==> src/rtl/fifo_arb_pkg.sv <==
// Shared defaults and beat payload type for the round-robin FIFO input arbiter.
package fifo_arb_pkg;

   localparam int unsigned ARB_REQ_NUM   = 4;
   localparam int unsigned ARB_WIDTH     = 128;
   localparam int unsigned ARB_MAX_BURST = 4;

   typedef struct packed {
      logic [ARB_WIDTH-1:0] data;
      logic                 power;
   } arb_beat_t;

endpackage

==> src/rtl/fifo_arb_rr_pick.sv <==
// Rotating-priority picker: first candidate at or after i_start (modulo N),
// with masked-out requesters skipped.
module fifo_arb_rr_pick #(
   parameter int unsigned N = 4
) (
   input  logic [N-1:0]         i_valid,
   input  logic [$clog2(N)-1:0] i_start,
   input  logic [N-1:0]         i_excl,
   output logic [N-1:0]         o_grant_c,
   output logic [$clog2(N)-1:0] o_idx_c,
   output logic                 o_found_c
);

   localparam int unsigned IDX_W = $clog2(N);

   logic [N-1:0] w_cand;

   assign w_cand = i_valid & ~i_excl;

   always_comb begin
      int unsigned pos;
      o_grant_c = '0;
      o_idx_c   = '0;
      o_found_c = 1'b0;
      pos       = 0;
      for (int unsigned k = 0; k < N; k++) begin
         pos = 32'(i_start) + k;
         if (pos >= N) pos = pos - N;
         if (!o_found_c && w_cand[IDX_W'(pos)]) begin
            o_found_c = 1'b1;
            o_idx_c   = IDX_W'(pos);
            o_grant_c = N'(1) << pos;
         end
      end
   end

endmodule

==> src/rtl/fifo_rr_arbiter.sv <==
// Round-robin arbiter with burst limit feeding a single-slot register stage
// toward a bypass FIFO input.
module fifo_rr_arbiter
   import fifo_arb_pkg::*;
#(
   parameter int unsigned REQ_NUM   = ARB_REQ_NUM,
   parameter int unsigned WIDTH     = ARB_WIDTH,
   parameter int unsigned MAX_BURST = ARB_MAX_BURST
) (
   input  logic                       clk,
   input  logic                       rst_n,
   input  logic [REQ_NUM-1:0]         req_valid,
   input  logic [REQ_NUM*WIDTH-1:0]   req_data,
   input  logic [REQ_NUM-1:0]         req_power,
   output logic [REQ_NUM-1:0]         req_ready,
   output logic                       data_in_valid,
   output logic [WIDTH-1:0]           data_in,
   output logic                       data_in_power,
   input  logic                       data_in_ready,
   output logic [$clog2(REQ_NUM)-1:0] grant_id
);

   localparam int unsigned IDX_W = $clog2(REQ_NUM);
   localparam int unsigned CNT_W = $clog2(MAX_BURST + 1);
   localparam logic [CNT_W-1:0] CNT_MAX = CNT_W'(MAX_BURST);
   localparam logic [IDX_W-1:0] IDX_LAST = IDX_W'(REQ_NUM - 1);

   typedef struct packed {
      logic [WIDTH-1:0] data;
      logic             power;
   } beat_t;

   logic             r_slot_valid;
   beat_t            r_slot;
   logic [IDX_W-1:0] r_holder;
   logic [IDX_W-1:0] r_rr_ptr;
   logic [IDX_W-1:0] r_grant_id;
   logic [CNT_W-1:0] r_burst_cnt;

   logic               w_load_en;
   logic               w_holder_valid;
   logic               w_burst_full;
   logic               w_keep;
   logic               w_others_valid;
   logic               w_restart;
   logic               w_accept;
   logic               w_pick_found;
   logic [REQ_NUM-1:0] w_holder_oh;
   logic [REQ_NUM-1:0] w_excl;
   logic [REQ_NUM-1:0] w_pick_oh;
   logic [REQ_NUM-1:0] w_grant;
   logic [IDX_W-1:0]   w_pick_idx;
   logic [IDX_W-1:0]   w_grant_idx;
   logic [IDX_W-1:0]   w_next_ptr;
   logic [WIDTH-1:0]   w_req_data [REQ_NUM];

   for (genvar gi = 0; gi < REQ_NUM; gi++) begin : g_unpack
      assign w_req_data[gi] = req_data[gi*WIDTH +: WIDTH];
   end

   // Holder keeps the grant until it drops valid or exhausts its burst; a full
   // burst only yields when somebody else is actually waiting.
   assign w_load_en      = ~r_slot_valid | data_in_ready;
   assign w_holder_oh    = REQ_NUM'(1) << r_holder;
   assign w_holder_valid = |(req_valid & w_holder_oh);
   assign w_burst_full   = (r_burst_cnt == CNT_MAX);
   assign w_keep         = w_holder_valid & ~w_burst_full;
   assign w_others_valid = |(req_valid & ~w_holder_oh);
   assign w_excl         = (w_burst_full & w_others_valid) ? w_holder_oh : '0;

   fifo_arb_rr_pick #(
      .N (REQ_NUM)
   ) u_pick (
      .i_valid   (req_valid),
      .i_start   (r_rr_ptr),
      .i_excl    (w_excl),
      .o_grant_c (w_pick_oh),
      .o_idx_c   (w_pick_idx),
      .o_found_c (w_pick_found)
   );

   assign w_grant     = w_keep ? w_holder_oh : w_pick_oh;
   assign w_grant_idx = w_keep ? r_holder : w_pick_idx;
   assign w_accept    = w_load_en & (w_keep | w_pick_found);
   assign w_restart   = w_burst_full & (w_grant_idx == r_holder);
   assign w_next_ptr  = (w_grant_idx == IDX_LAST) ? '0 : w_grant_idx + IDX_W'(1);
   assign req_ready   = (rst_n & w_load_en) ? w_grant : '0;

   // Arbitration state: holder, burst count, round-robin pointer, last grant.
   always_ff @(posedge clk or negedge rst_n) begin
      if (!rst_n) begin
         r_holder    <= '0;
         r_rr_ptr    <= '0;
         r_burst_cnt <= '0;
         r_grant_id  <= '0;
      end else if (w_load_en) begin
         if (w_accept) begin
            r_grant_id <= w_grant_idx;
            if ((w_grant_idx == r_holder) && !w_restart) begin
               r_burst_cnt <= r_burst_cnt + CNT_W'(1);
            end else begin
               r_holder    <= w_grant_idx;
               r_burst_cnt <= CNT_W'(1);
               r_rr_ptr    <= w_next_ptr;
            end
         end else if (!w_holder_valid) begin
            r_burst_cnt <= '0;
         end
      end
   end

   // Output slot: reloads whenever it is empty or being drained.
   always_ff @(posedge clk or negedge rst_n) begin
      if (!rst_n) begin
         r_slot_valid <= 1'b0;
         r_slot       <= '0;
      end else if (w_load_en) begin
         r_slot_valid <= w_accept;
         if (w_accept) begin
            r_slot <= '{data: w_req_data[w_grant_idx], power: req_power[w_grant_idx]};
         end
      end
   end

   assign data_in_valid = r_slot_valid;
   assign data_in       = r_slot.data;
   assign data_in_power = r_slot.power;
   assign grant_id      = r_grant_id;

endmodule

==> config.mk <==
export PLATFORM = sky130hd
export DESIGN_NAME = fifo_rr_arbiter
export DESIGN_NICKNAME = d
export VERILOG_FILES = /design/src/rtl/fifo_arb_pkg.sv /design/src/rtl/fifo_arb_rr_pick.sv /design/src/rtl/fifo_rr_arbiter.sv
export SDC_FILE = /design/constraint.sdc
export NUM_CORES = 1
export LEC_CHECK = 0
export CORE_AREA = 4 4 253 255
export CTS_CLUSTER_DIAMETER = 30
export DETAILED_ROUTE_END_ITERATION = 10
export DIE_AREA = 0 0 257 259
export PLACE_DENSITY = 0.4
export SLEW_MARGIN = 20
export SYNTH_ARGS = -nofsm -noshare
export SYNTH_HDL_FRONTEND = slang
export SYNTH_SLANG_ARGS = --single-unit
==> constraint.sdc <==
create_clock -name clk -period 6 [get_ports clk]
set_input_delay 1.2 -clock clk [delete_from_list [all_inputs] [get_ports clk]]
set_output_delay 1.2 -clock clk [all_outputs]
set_load 0.02 [all_outputs]
==> results of run 1 <==
-- metrics by stage --
stage | utilization [%] | hold WS, ns | setup WS [ns]
after detailed placement | 27.3 | 0.472 | 0.283
after floorplan | - | 0.542 | 1.53
after CTS | 28.2 | 0.491 | 0.282
after global placement | 27.3 | 0.469 | 0.337
after global routing | 28.2 | 0.502 | 0.0399
final | 28.2 | 0.486 | 0.240
-- final timing paths --
kind | slack, ns | to
worst max-delay path | 0.24 | req_ready[3]
worst min-delay path | 0.49 | data_in[29]
worst max register to register | 1.81 | data_in[26]
worst min register to register | 0.49 | data_in[29]
max in group asynchronous | 4.17 | data_in[14]
min in group asynchronous | 0.62 | data_in[77]
-- metal layers --
metal,wire (um),vias to the layer above
met3,3920,51
met1,20300,4821
li1,-,4720
met4,950,2
met5,13,-
met2,28200,417
-- sequential cells by signal, summed over array words and instances (netlist names) --
| signal | flops |
|---|---|
| data_in | 128 |
| data_in_power | 1 |
| data_in_valid | 1 |
| grant_id | 2 |
| r_burst_cnt | 3 |
| r_holder | 2 |
| r_rr_ptr | 2 |
-- synth_stat cells (all sizes together), types with 4 or more instances --
cell type  instances
a211oi             5
nand3              6
o211ai             7
mux2i            260
nand2            144
ha                10
a22oi              8
o221ai           133
buf               38
clkbuf            45
inv                9
dfrtp            139
a21oi             10
nor3               8
nor2              17
o21a               4
o21ai             14
-- cells by family after synthesis --
kind of cell	count (synthesis)	share of synthesized area [%]
AOI/OAI and AO/OA	198	17.6
and+or+nand+nor	198	9.15
xor gates and xnor gates	1	0.0942
buffers and inverters	92	5.72
adders and majority gates	10	1.35
muxes	264	28.7
DFF	139	37.4
-- final cells by class --
type | instances | area share [%]
Clock buffer | 21 | 2.65
Timing Repair Buffer | 686 | 39.9
Clock inverter | 10 | 0.547
Tap cell | 837 | 6.03
Sequential cell | 139 | 20.0
Multi-Input combinational cell | 671 | 30.6
Antenna cell | 2 | 0.0288
Inverter | 9 | 0.194
-- worst max-delay path, cell delays in order --
cell	delay [ns]
clkdlybuf4s50_1	0.71
nor3_2	0.34
o21ai_1	0.22
o221ai_1	0.50
and2_1	0.32
a22oi_1	0.12
nor2_1	0.09
a221oi_1	0.05
a211oi_1	0.32
clkdlybuf4s50_1	0.66
-- power by group through the flow --
stage                     registers (W)  clock network, W  logic, W
after global placement          0.00172                 0   0.00637
after floorplan                 0.00221                 0   0.00346
final                           0.00172           0.00107   0.00622
after detailed placement        0.00172                 0   0.00635
after CTS                       0.00172           0.00112   0.00635
after global routing            0.00179           0.00116   0.00669
==> run_results.csv, run 1 <==
group,metric,value,unit
status,status,"finished clean",
layout,layout_common_cells,"clkdlybuf4s50_1, mux2i_1, nand2_1, dfrtp_1, o221ai_1",
yosys,yosysWarnings,0,
clock_network,postCtsSetupBuffers,0,
floorplan,die_area,0.0666,mm2
floorplan,start_util,15.1,%
global_route,grt_util_met1,17.4,%
layout,fillers,6545,
critical_path,required,4.80,ns
power_and_ir_drop,power_switching,0.00410,W
critical_path,endpoint_kind,"output pin",
sta,layout_min_cycle_time,5.76,ns
route,drt_iter0_markers,459,
layout,multiInputGateArea,0.00531,mm2
yosys,syn_area,0.00930,mm2
min_path,hold_class,"flip-flop to flip-flop",
sta,hold_viol_final,0,
placed_design,numPortBuffers,658,
layout,finalInstanceArea,0.0174,mm2
sta,skew,0.0155,ns
floorplan,core_area,0.0616,mm2
yosys,synth_top_cell_by_area,"dfrtp_1",
clock_network,path_clk_slew,0.07,ns
sta,maxSlewHeadroom,37.8,%
global_route,groute.layer.met3.usage,5.32,%
route,drt_drc_violations_left,0,
critical_path,startpoint_type,"input pin",
floorplan,die_x,257,um
power_and_ir_drop,switching_share,45.5,%
global_route,use_met2,28.0,%
global_route,top_usage_layer,"met2",
layout,final_cells,2375,
sta,tns,0,ns
yosys,ys_dominant_reg_cell,"dfrtp_1",
critical_path,crit_arrival,4.56,ns
clock_network,cts-root-buf,"clkbuf_16",
sta,drv_slew,0,
route,drt-vias-per-instance,4.22,
yosys,synth_edf_count,0,
power_and_ir_drop,intPower,0.00491,W
critical_path,crit_type,"input pin to output pin",
critical_path,r2r_cells,9,
global_route,grt_overflow,0,
clock_network,tritoncts,"built",
route,vias,10000,
global_route,grt_pass1_vias,10900,
clock_network,htree_levels,4,
power_and_ir_drop,peakVddDrop,0.000361,V
layout,seq_area,0.00348,mm2
yosys,synth_top_area_share,37.4,%
yosys,syn_area_per_cell,10.3,um2
critical_path,startpoint,"req_valid[1]",
clock_network,cts.sinks,139,
power_and_ir_drop,p_leak,7.07,nW
placed_design,dp.cells,2342,
clock_network,cts_hold_buf,0,
placed_design,dp_hpwl,42000,um
yosys,synth_nets,1435,
sta,tightest_slew,0.934,ns
power_and_ir_drop,p_comb_share,69.0,%
power_and_ir_drop,pwr_density_cell,519,mW/mm2
min_path,hold_path_startpoint,"data_in[29]",
sta,setup_viol,0,
yosys,ys_top_cells_by_area,"dfrtp_1, mux2i_1, o221ai_1",
placed_design,dpl_cell_area,0.0168,mm2
critical_path,path_max_fanout,12,
flow_run,maxCapViolCount,0,
placed_design,place.gp.congestion,0.848,
min_path,whs_path_depth,2,
route,postRouteAntennaNets,0,
power_and_ir_drop,power.total,0.00901,W
layout,final_common_cell,"clkdlybuf4s50_1",
clock_network,max-clock-path-buffers,2,
yosys,synthArstFlopShare,100,%
global_route,grt.total_usage,15.5,%
route,wl,53400,um
yosys,ys_ff_latch,139,
yosys,synthCells,902,
floorplan,rows,91,
layout,drive_gt1_share,5.08,%
clock_network,ctsResizeCount,0,
power_and_ir_drop,clockPowerShare,11.9,%
critical_path,r2r_start,"r_holder[0]",
sta,fin_crit_sh,96.0,%
route,drtPass1Iterations,5,
clock_network,clock_latency,0.47,ns
global_route,grt_max_degree,66,
layout,areaGrowthSynthToFinish,86.8,%
floorplan,die_h,259,um
clock_network,cts_buffers,17,
power_and_ir_drop,p_seq_share,19.1,%
route,wire_per_inst,22.5,um
global_route,grt_pass1_wl,76200,um
layout,nets,2057,
sta,rsz0062_at_grt,"false",
sta,timing.fmax,174,MHz
global_route,antenna_found_initial,6,
yosys,yosysUniqueCellTypes,55,
floorplan,io_pins,659,
yosys,ys_seq_area_share,37.4,%
Note: power is estimated with default switching activity, not from simulation.
==> run 2, diff against run 1 <==
--- a/config.mk
+++ b/config.mk
@@ -5,6 +5,7 @@
 export SDC_FILE = /design/constraint.sdc
 export NUM_CORES = 1
 export LEC_CHECK = 0
+export CAP_MARGIN = 10
 export CORE_AREA = 4 4 253 255
 export CTS_CLUSTER_DIAMETER = 30
 export DETAILED_ROUTE_END_ITERATION = 10
==> results of run 2 <==
The final DEF is identical to that of run 1; final timing and power are the same.
==> run 3, diff against run 2 <==
==> constraint.sdc (replaced) <==
create_clock -name clk -period 6 [get_ports clk]
set_input_delay 0.9 -clock clk [delete_from_list [all_inputs] [get_ports clk]]
set_output_delay 0.9 -clock clk [all_outputs]
set_load 0.02 [all_outputs]
==> run_results.csv, run 3 (synthesized netlist as in run 1, its figures left out) <==
group,metric,value,unit
critical_path,startpoint_type,"input pin",
clock_network,max-clock-path-buffers,2,
critical_path,critical-path-top-delay-family,"buffers and inverters",
route,drt_iter0_markers,390,
clock_network,cts_hold_buf,0,
power_and_ir_drop,p_leak,6.99,nW
global_route,grt.total_usage,15.2,%
floorplan,die_h,259,um
sta,hold_viol_final,0,
flow_run,maxCapViolCount,0,
clock_network,cts-root-buf,"clkbuf_16",
critical_path,cp_slowest_cell,"clkdlybuf4s50_1",
sta,setup_viol,0,
global_route,grt_overflow,0,
layout,largest_reg_flops,128,
clock_network,path_clk_slew,0.06,ns
layout,layout_common_cells,"clkdlybuf4s50_1, mux2i_1, nand2_1, dfrtp_1, o221ai_1",
critical_path,path_max_fanout,17,
sta,timing.fmax,192,MHz
route,postRouteAntennaNets,0,
layout,drive_gt1_share,4.46,%
global_route,grt_pass1_vias,10700,
sta,layout_min_cycle_time,5.22,ns
clock_network,htree_levels,4,
power_and_ir_drop,peakVddDrop,0.000372,V
clock_network,cts.sinks,139,
critical_path,crit_type,"input pin to output pin",
sta,tns,0,ns
critical_path,required,5.10,ns
clock_network,postCtsSetupBuffers,0,
route,vias,10000,
sta,tightest_slew,0.953,ns
route,wire_per_inst,22.2,um
sta,skew,0.0252,ns
clock_network,cts_buffers,17,
power_and_ir_drop,pwr_density_cell,510,mW/mm2
layout,nets,2047,
critical_path,cp_slowest_stage_delay,0.75,ns
placed_design,numPortBuffers,658,
clock_network,clock_latency,0.49,ns
clock_network,ctsResizeCount,0,
route,drt-vias-per-instance,4.23,
global_route,antenna_found_initial,8,
layout,fillers,6549,
sta,maxSlewHeadroom,36.5,%
layout,seq_area,0.00348,mm2
critical_path,path_buf_inv,2,
global_route,grt_max_degree,67,
sta,fin_crit_sh,87.0,%
floorplan,start_util,15.1,%
route,wl,52600,um
floorplan,io_pins,659,
sta,rsz0062_at_grt,"false",
clock_network,tritoncts,"built",
min_path,hold_class,"input pin to asynchronous set/reset pin",
critical_path,crit_top_cell,"clkdlybuf4s50_1",
sta,drv_slew,0,
floorplan,core_area,0.0616,mm2
floorplan,die_area,0.0666,mm2
layout,areaGrowthSynthToFinish,85.3,%
status,status,"finished clean",
route,drt_drc_violations_left,0,
layout,multiInputGateArea,0.00531,mm2
critical_path,crit_arrival,4.32,ns
placed_design,place.gp.congestion,0.864,
floorplan,rows,91,
global_route,grt_pass1_wl,74900,um
floorplan,die_x,257,um
placed_design,dp.cells,2332,
critical_path,crit_chain,"clkdlybuf4s50_1 -> nor3_2 -> o21ai_1 -> o221ai_1 -> and2_1 -> a22oi_1 -> nor2_1 -> a221oi_1 -> a211oi_1 -> clkdlybuf4s50_1",
critical_path,endpoint_kind,"output pin",
placed_design,dp_hpwl,41200,um
layout,final_common_cell,"clkdlybuf4s50_1",
route,drtPass1Iterations,5,
layout,final_cells,2366,
[run 3: layout make-up]
type	instances	share of cell area, %
antenna	3	0.0436
clock buffer	20	2.59
clock inverter	11	0.574
inverter	9	0.196
multi-input combinational	671	30.9
sequential	139	20.2
tap	837	6.08
timing repair buffer	676	39.5
[run 3: final timing paths]
check,from,cells after the start,endpoint,slack [ns]
max,req_valid[0],10,req_ready[3],0.78
min,rst_n,1,data_in[25],0.32
max reg2reg,r_rr_ptr[0],10,data_in[58],1.71
min reg2reg,data_in[53],2,data_in[53],0.48
max in group asynchronous,rst_n,3,data_in[7],3.67
min in group clk,data_in[53],2,data_in[53],0.48
[run 3: metrics by stage]
| stage | instance area, um2 | power [W] | hold WS (ns) | utilization, % | worst slack, ns |
|---|---|---|---|---|---|
| 2_1_floorplan | 9300 | 0.00566 | 0.542 | - | 2.13 |
| 3_3_place_gp | 16700 | 0.00785 | 0.471 | 27.1 | 0.929 |
| 3_5_place_dp | 16700 | 0.00784 | 0.472 | 27.1 | 0.889 |
| 4_1_cts | 17200 | 0.00897 | 0.287 | 27.9 | 0.887 |
| 5_1_grt | 17200 | 0.00939 | 0.317 | 28.0 | 0.573 |
| 6_report | 17200 | 0.00878 | 0.318 | 28.0 | 0.783 |
[run 3: routing by layer]
layer / track usage (%) / vias up / part of all wire (%)
li1: - / 4702 / -
met1: 16.8 / 4858 / 38
met2: 28.0 / 422 / 53
met3: 5.10 / 26 / 7.4
met4: 3.86 / 4 / 1.2
met5: 0 / - / 0.040
[run 3: worst reg2reg max path: stages (launching register included)]
cell and delay, ns:
dfrtp_1 0.84, inv_1 0.36, ha_1 0.50, inv_1 0.19, o221ai_1 0.28, a21oi_4 0.28, nor3_1 0.07, or4_4 0.72
buf_12 0.30, mux2i_1 0.46, o221ai_1 0.17
[run 3: power by group]
part / total [W] / switching [W] / internal, W / leakage [nW]
Combinational: 0.00600 / 0.00322 / 0.00278 / 5.03
Clock: 0.00106 / 0.000481 / 0.000575 / 0.262
Sequential: 0.00173 / 0.000319 / 0.00141 / 1.70
Total: 0.00878 / 0.00402 / 0.00477 / 6.99
